**src/rtl/block_accumulator.sv**
```systemverilog
// Sums each group of 2**DIV_LOG2 unsigned samples into one block total held in a
// single-entry valid/ready output register; the next block accumulates while a total waits.
module block_accumulator #(
    parameter int DIV_LOG2  = 3,
    parameter int OUT_WIDTH = 8,
    parameter int IN_WIDTH  = OUT_WIDTH + DIV_LOG2
) (
    input  logic                 clk,
    input  logic                 rst,
    input  logic                 clear,
    input  logic                 din_valid,
    output logic                 din_ready,
    input  logic [OUT_WIDTH-1:0] din,
    output logic                 sum_valid,
    input  logic                 sum_ready,
    output logic [IN_WIDTH-1:0]  sum
);

    logic [DIV_LOG2-1:0] cnt_q, cnt_d;
    logic [IN_WIDTH-1:0] acc_q, acc_d;
    logic [IN_WIDTH-1:0] sum_q, sum_d;
    logic                sum_valid_q, sum_valid_d;

    logic                last;
    logic                accept;
    logic                drain;
    logic [IN_WIDTH-1:0] acc_plus;

    assign last      = &cnt_q;
    assign din_ready = !clear && (!last || !sum_valid_q || sum_ready);
    assign accept    = din_valid && din_ready;
    assign drain     = sum_valid_q && sum_ready;
    assign acc_plus  = acc_q + IN_WIDTH'(din);

    assign sum       = sum_q;
    assign sum_valid = sum_valid_q;

    always_comb begin
        cnt_d       = cnt_q;
        acc_d       = acc_q;
        sum_d       = sum_q;
        sum_valid_d = sum_valid_q;

        if (drain) begin
            sum_valid_d = 1'b0;
        end

        // clear forces din_ready low, so it never coincides with an accept
        if (clear) begin
            acc_d = '0;
            cnt_d = '0;
        end else if (accept) begin
            if (last) begin
                sum_d       = acc_plus;
                sum_valid_d = 1'b1;
                acc_d       = '0;
                cnt_d       = '0;
            end else begin
                acc_d = acc_plus;
                cnt_d = cnt_q + DIV_LOG2'(1);
            end
        end
    end

    always_ff @(posedge clk) begin
        if (!rst) begin
            cnt_q       <= '0;
            acc_q       <= '0;
            sum_q       <= '0;
            sum_valid_q <= 1'b0;
        end else begin
            cnt_q       <= cnt_d;
            acc_q       <= acc_d;
            sum_q       <= sum_d;
            sum_valid_q <= sum_valid_d;
        end
    end

endmodule

```
**config.mk**
```make
export PLATFORM = sky130hd
export DESIGN_NAME = block_accumulator
export DESIGN_NICKNAME = d
export VERILOG_FILES = /design/src/rtl/block_accumulator.sv
export SDC_FILE = /design/constraint.sdc
export NUM_CORES = 1
export LEC_CHECK = 0
export BUFFER_PORTS_ARGS = -buffer_cell sky130_fd_sc_hd__buf_4
export CAP_MARGIN = 0
export CORE_MARGIN = 2
export CORE_UTILIZATION = 25
export DETAILED_ROUTE_END_ITERATION = 7
export SYNTH_ARGS = -nofsm -noshare
export SYNTH_HDL_FRONTEND = slang
export SYNTH_SLANG_ARGS = --single-unit
```
**constraint.sdc**
```tcl
create_clock -name clk -period 2.9 [get_ports clk]
set_clock_uncertainty 0.1 [all_clocks]
set_input_delay 0.145 -clock clk [delete_from_list [all_inputs] [get_ports clk]]
set_output_delay 0.145 -clock clk [all_outputs]
set_load 0.005 [all_outputs]
```
==> results_dict.tcl <==
set metrics [dict create \
    netlist_instances 189 \
    timing.critical_path.from "acc_q[0]" \
    timing.max_cap.violations 0 \
    clock_tree_from_tritoncts "yes" \
    worst-r2r-cell-count 8 \
    timing_worst_slew_pin_value_ns 0.719 \
    clock-root-buffer "sky130_fd_sc_hd__clkbuf_8" \
    synth_top_flop_cell "sky130_fd_sc_hd__dfxtp_1" \
    utilization_after_layout_pct 31.3 \
    overflow 0 \
    routed-via-count 1450 \
    track_usage_pct 12.3 \
    final_hold_slack_ns 0.0969 \
    boundaryPins 26 \
    arrival_ns 2.22 \
    pin_count_of_the_biggest_net_entering_global_routing 22 \
    crit-reg2reg-launch "acc_q[0]" \
    min_path_type "input port to flip-flop" \
    routed_via_density 5.07 \
    dp_hpwl_mm 2.88 \
    post-cts-setup-buffer-count 0 \
    hold_violation_count_in_the_final_report 0 \
    critical-path-slowest-cell "sky130_fd_sc_hd__fa_1" \
    floorplan_die_area_sq_um 6820 \
    synth-edff-count 0 \
    critical_path.startpoint_type "flip-flop" \
    synthesis.nets 213 \
    postRouteWirelength_mm 3.85 \
    cts.repair.resized 0 \
    final_layout_size_suffix_gt1_share_pct 18.0 \
    required_ns 2.96 \
    placedCellCount 282 \
    first_pass_iters 4 \
    drt.antenna.violating_nets 0 \
    synth-warning-count 0 \
    endpoint "sum[6]" \
    leakagePower_nw 0.748 \
    critical_path.top_delay_family "compound AO/OA/AOI/OAI gates" \
    cp.buffers_inverters 1 \
    width_of_the_chip_um 82.6 \
    gp_routability_congestion 0.892 \
    placementRows 28 \
    initial_utilization_pct 25.9 \
    vias_in_the_first_global_route 1356 \
    clock_tree.htree_level_count 1 \
    grt_antenna_before_repair 0 \
    clk-insertion-delay-late_ns 0.27 \
    detail_route.wl_per_cell_um 13.5 \
    finalCriticalPeriod_ns 2.16 \
    setup_violations 0 \
    setup_repair_after_global_routing_missed_its_margin "false" \
    run_status "complete, no violations" \
    critical_path.cell_chain "ha_1, inv_1, fa_1, nor2b_1, o211ai_2, a21boi_1, or2_1, o211ai_1" \
    reg2reg_capture_point "sum[6]" \
    fmaxAchievable_mhz 462 \
    fin_tns_setup_ns 0 \
    asyncSetResetFlopFracSynth_pct 0 \
    maxSlewHeadroom_pct 52.1 \
    clock_path_buffers 2 \
    instances_no_fill 286 \
    postCtsHoldBufs 0 \
    timing_max_transition_violations_final 0 \
    grt_pass1_wl_mm 6.45 \
    ff2ff_setup_slack_ns 0.74 \
    avgSynthCellArea_sq_um 8.16 \
    io_buffers 25 \
    synth.yosys.seq_area_share_pct 33.7 \
    fin_crit_sh_pct 74.6 \
    final_net_count 236 \
    post_synth_instance_area_sq_um 1540 \
    synth-seq-cells 26 \
    mostFrequentLayoutCells "sky130_fd_sc_hd__buf_4 (28), sky130_fd_sc_hd__dfxtp_1 (26), sky130_fd_sc_hd__nand2_1 (20)" \
    number_of_buffers_added_by_the_clock_tree_synthesis_step 3 \
    cts.reportedPaths.clkPinSlew_ns 0.09 \
    syn2layout_area_growth_pct 20.7 \
    timing.critical_path.depth 8 \
    element_type_at_the_critical_path_end "flip-flop" \
    drcViolationCount 0 \
    worst-path-max-fanout 7 \
    detailedRoute.firstIterationViolations 126 \
    crit_path_max_incr_delay_ns 0.40 \
    clock_sink_count 26 \
    number_of_distinct_library_cell_variants_in_the_gate_level_netlist_after_synthesis 47 \
    start_to_end_type_of_the_worst_setup_path "flip-flop to flip-flop" \
    irDropWorstVdd_v 0.000162 \
    cell_pwr_density_nw_per_um2 370 \
    fp.coreArea_sq_um 5960 \
    layout.filler_cells 659 \
    antenna_cells_inserted 0 \
    commonest_non_fill_non_tap_cell_in_the_layout "sky130_fd_sc_hd__buf_4" \
    dieHeight_um 82.6 \
]
==> report_power, final <==
part / total, mW / switching, mW / internal (mW)
Combinational: 0.0873 / 0.0510 / 0.0363
Sequential: 0.362 / 0.00209 / 0.360
Clock: 0.239 / 0.117 / 0.122
Total: 0.688 / 0.171 / 0.518
==> metrics by stage <==
stage               instance area (sq um)  worst slack, ns  total power, mW
finish                               1860            0.736            0.688
global route                         1860            0.541            0.723
CTS                                  1860            0.722            0.701
detailed placement                   1810            0.743            0.458
global placement                     1810            0.780            0.457
floorplan                            1540            0.973            0.427
==> worst min path at each step <==
stage / start / to / slack (ns) / depth (start not counted)
floorplan: clear / din_ready / 0.22 / 1
global placement: sum[3] / sum[3] / 0.34 / 2
detailed placement: sum[0] / sum[0] / 0.35 / 2
CTS: sum_ready / sum_valid / 0.10 / 4
global route: sum_ready / sum_valid / 0.11 / 4
finish: sum_ready / sum_valid / 0.1 / 4
==> cell usage after synthesis, drive strengths merged, types with 5 or more instances <==
master	count	share of area [%]
nor2	10	2.4
dfxtp	26	34
inv	7	1.7
nor3	6	1.9
nand3	15	4.9
o21ai	8	2.8
ha	10	8.1
clkbuf	8	1.9
nand2	20	4.9
o211ai	6	3.2
or4	5	2.4
nor2b	5	2.0
a31oi	5	2.0
a21boi	6	3.2
a21oi	14	5.0
==> registers in the layout (all words and copies together) (netlist names) <==
| name | flops |
|---|---|
| acc_q | 11 |
| sum_valid | 1 |
| cnt_q | 3 |
| sum | 11 |
==> worst reg2reg max path: cells and delay by family (launching register included) <==
family	cells	cell delay, ns
adder cells (fa/ha/maj)	2	0.56
AND/OR/NAND/NOR	2	0.40
AO/OA/AOI/OAI	3	0.59
flip-flops	1	0.34
buffers and inverters	1	0.05
==> layer usage <==
metal  part of all wire (%)  wire length [um]  global-route usage [%]  up-vias
li1                       -                 -                       -      749
met1                     48              1840                    16.1      663
met2                     46              1770                    20.2       29
met3                    4.3               165                    2.83        9
met4                    1.9                72                    3.93        0
met5                      0                 0                       0        -
==> kinds of logic (layout without fill, tap and decap cells) <==
kind of cell	count (synthesis)	in the layout	share of synthesized area, %
xor+xnor	2	2	1.14
buf+inv	17	39	4.30
flops	26	26	33.7
mux	2	2	1.30
simple gates	80	80	27.2
compound gates	51	51	23.0
fa+ha+maj	11	11	9.41
==> cell type report <==
type	instances	area (sq um)	share of cell area, %
Sequential cell	26	520	28.0
Tap cell	75	93.8	5.04
Inverter	7	26.3	1.41
Multi-Input combinational cell	146	956	51.3
Timing Repair Buffer	28	210	11.3
Clock buffer	4	55.1	2.96
Power figures use the tool's default switching activity.
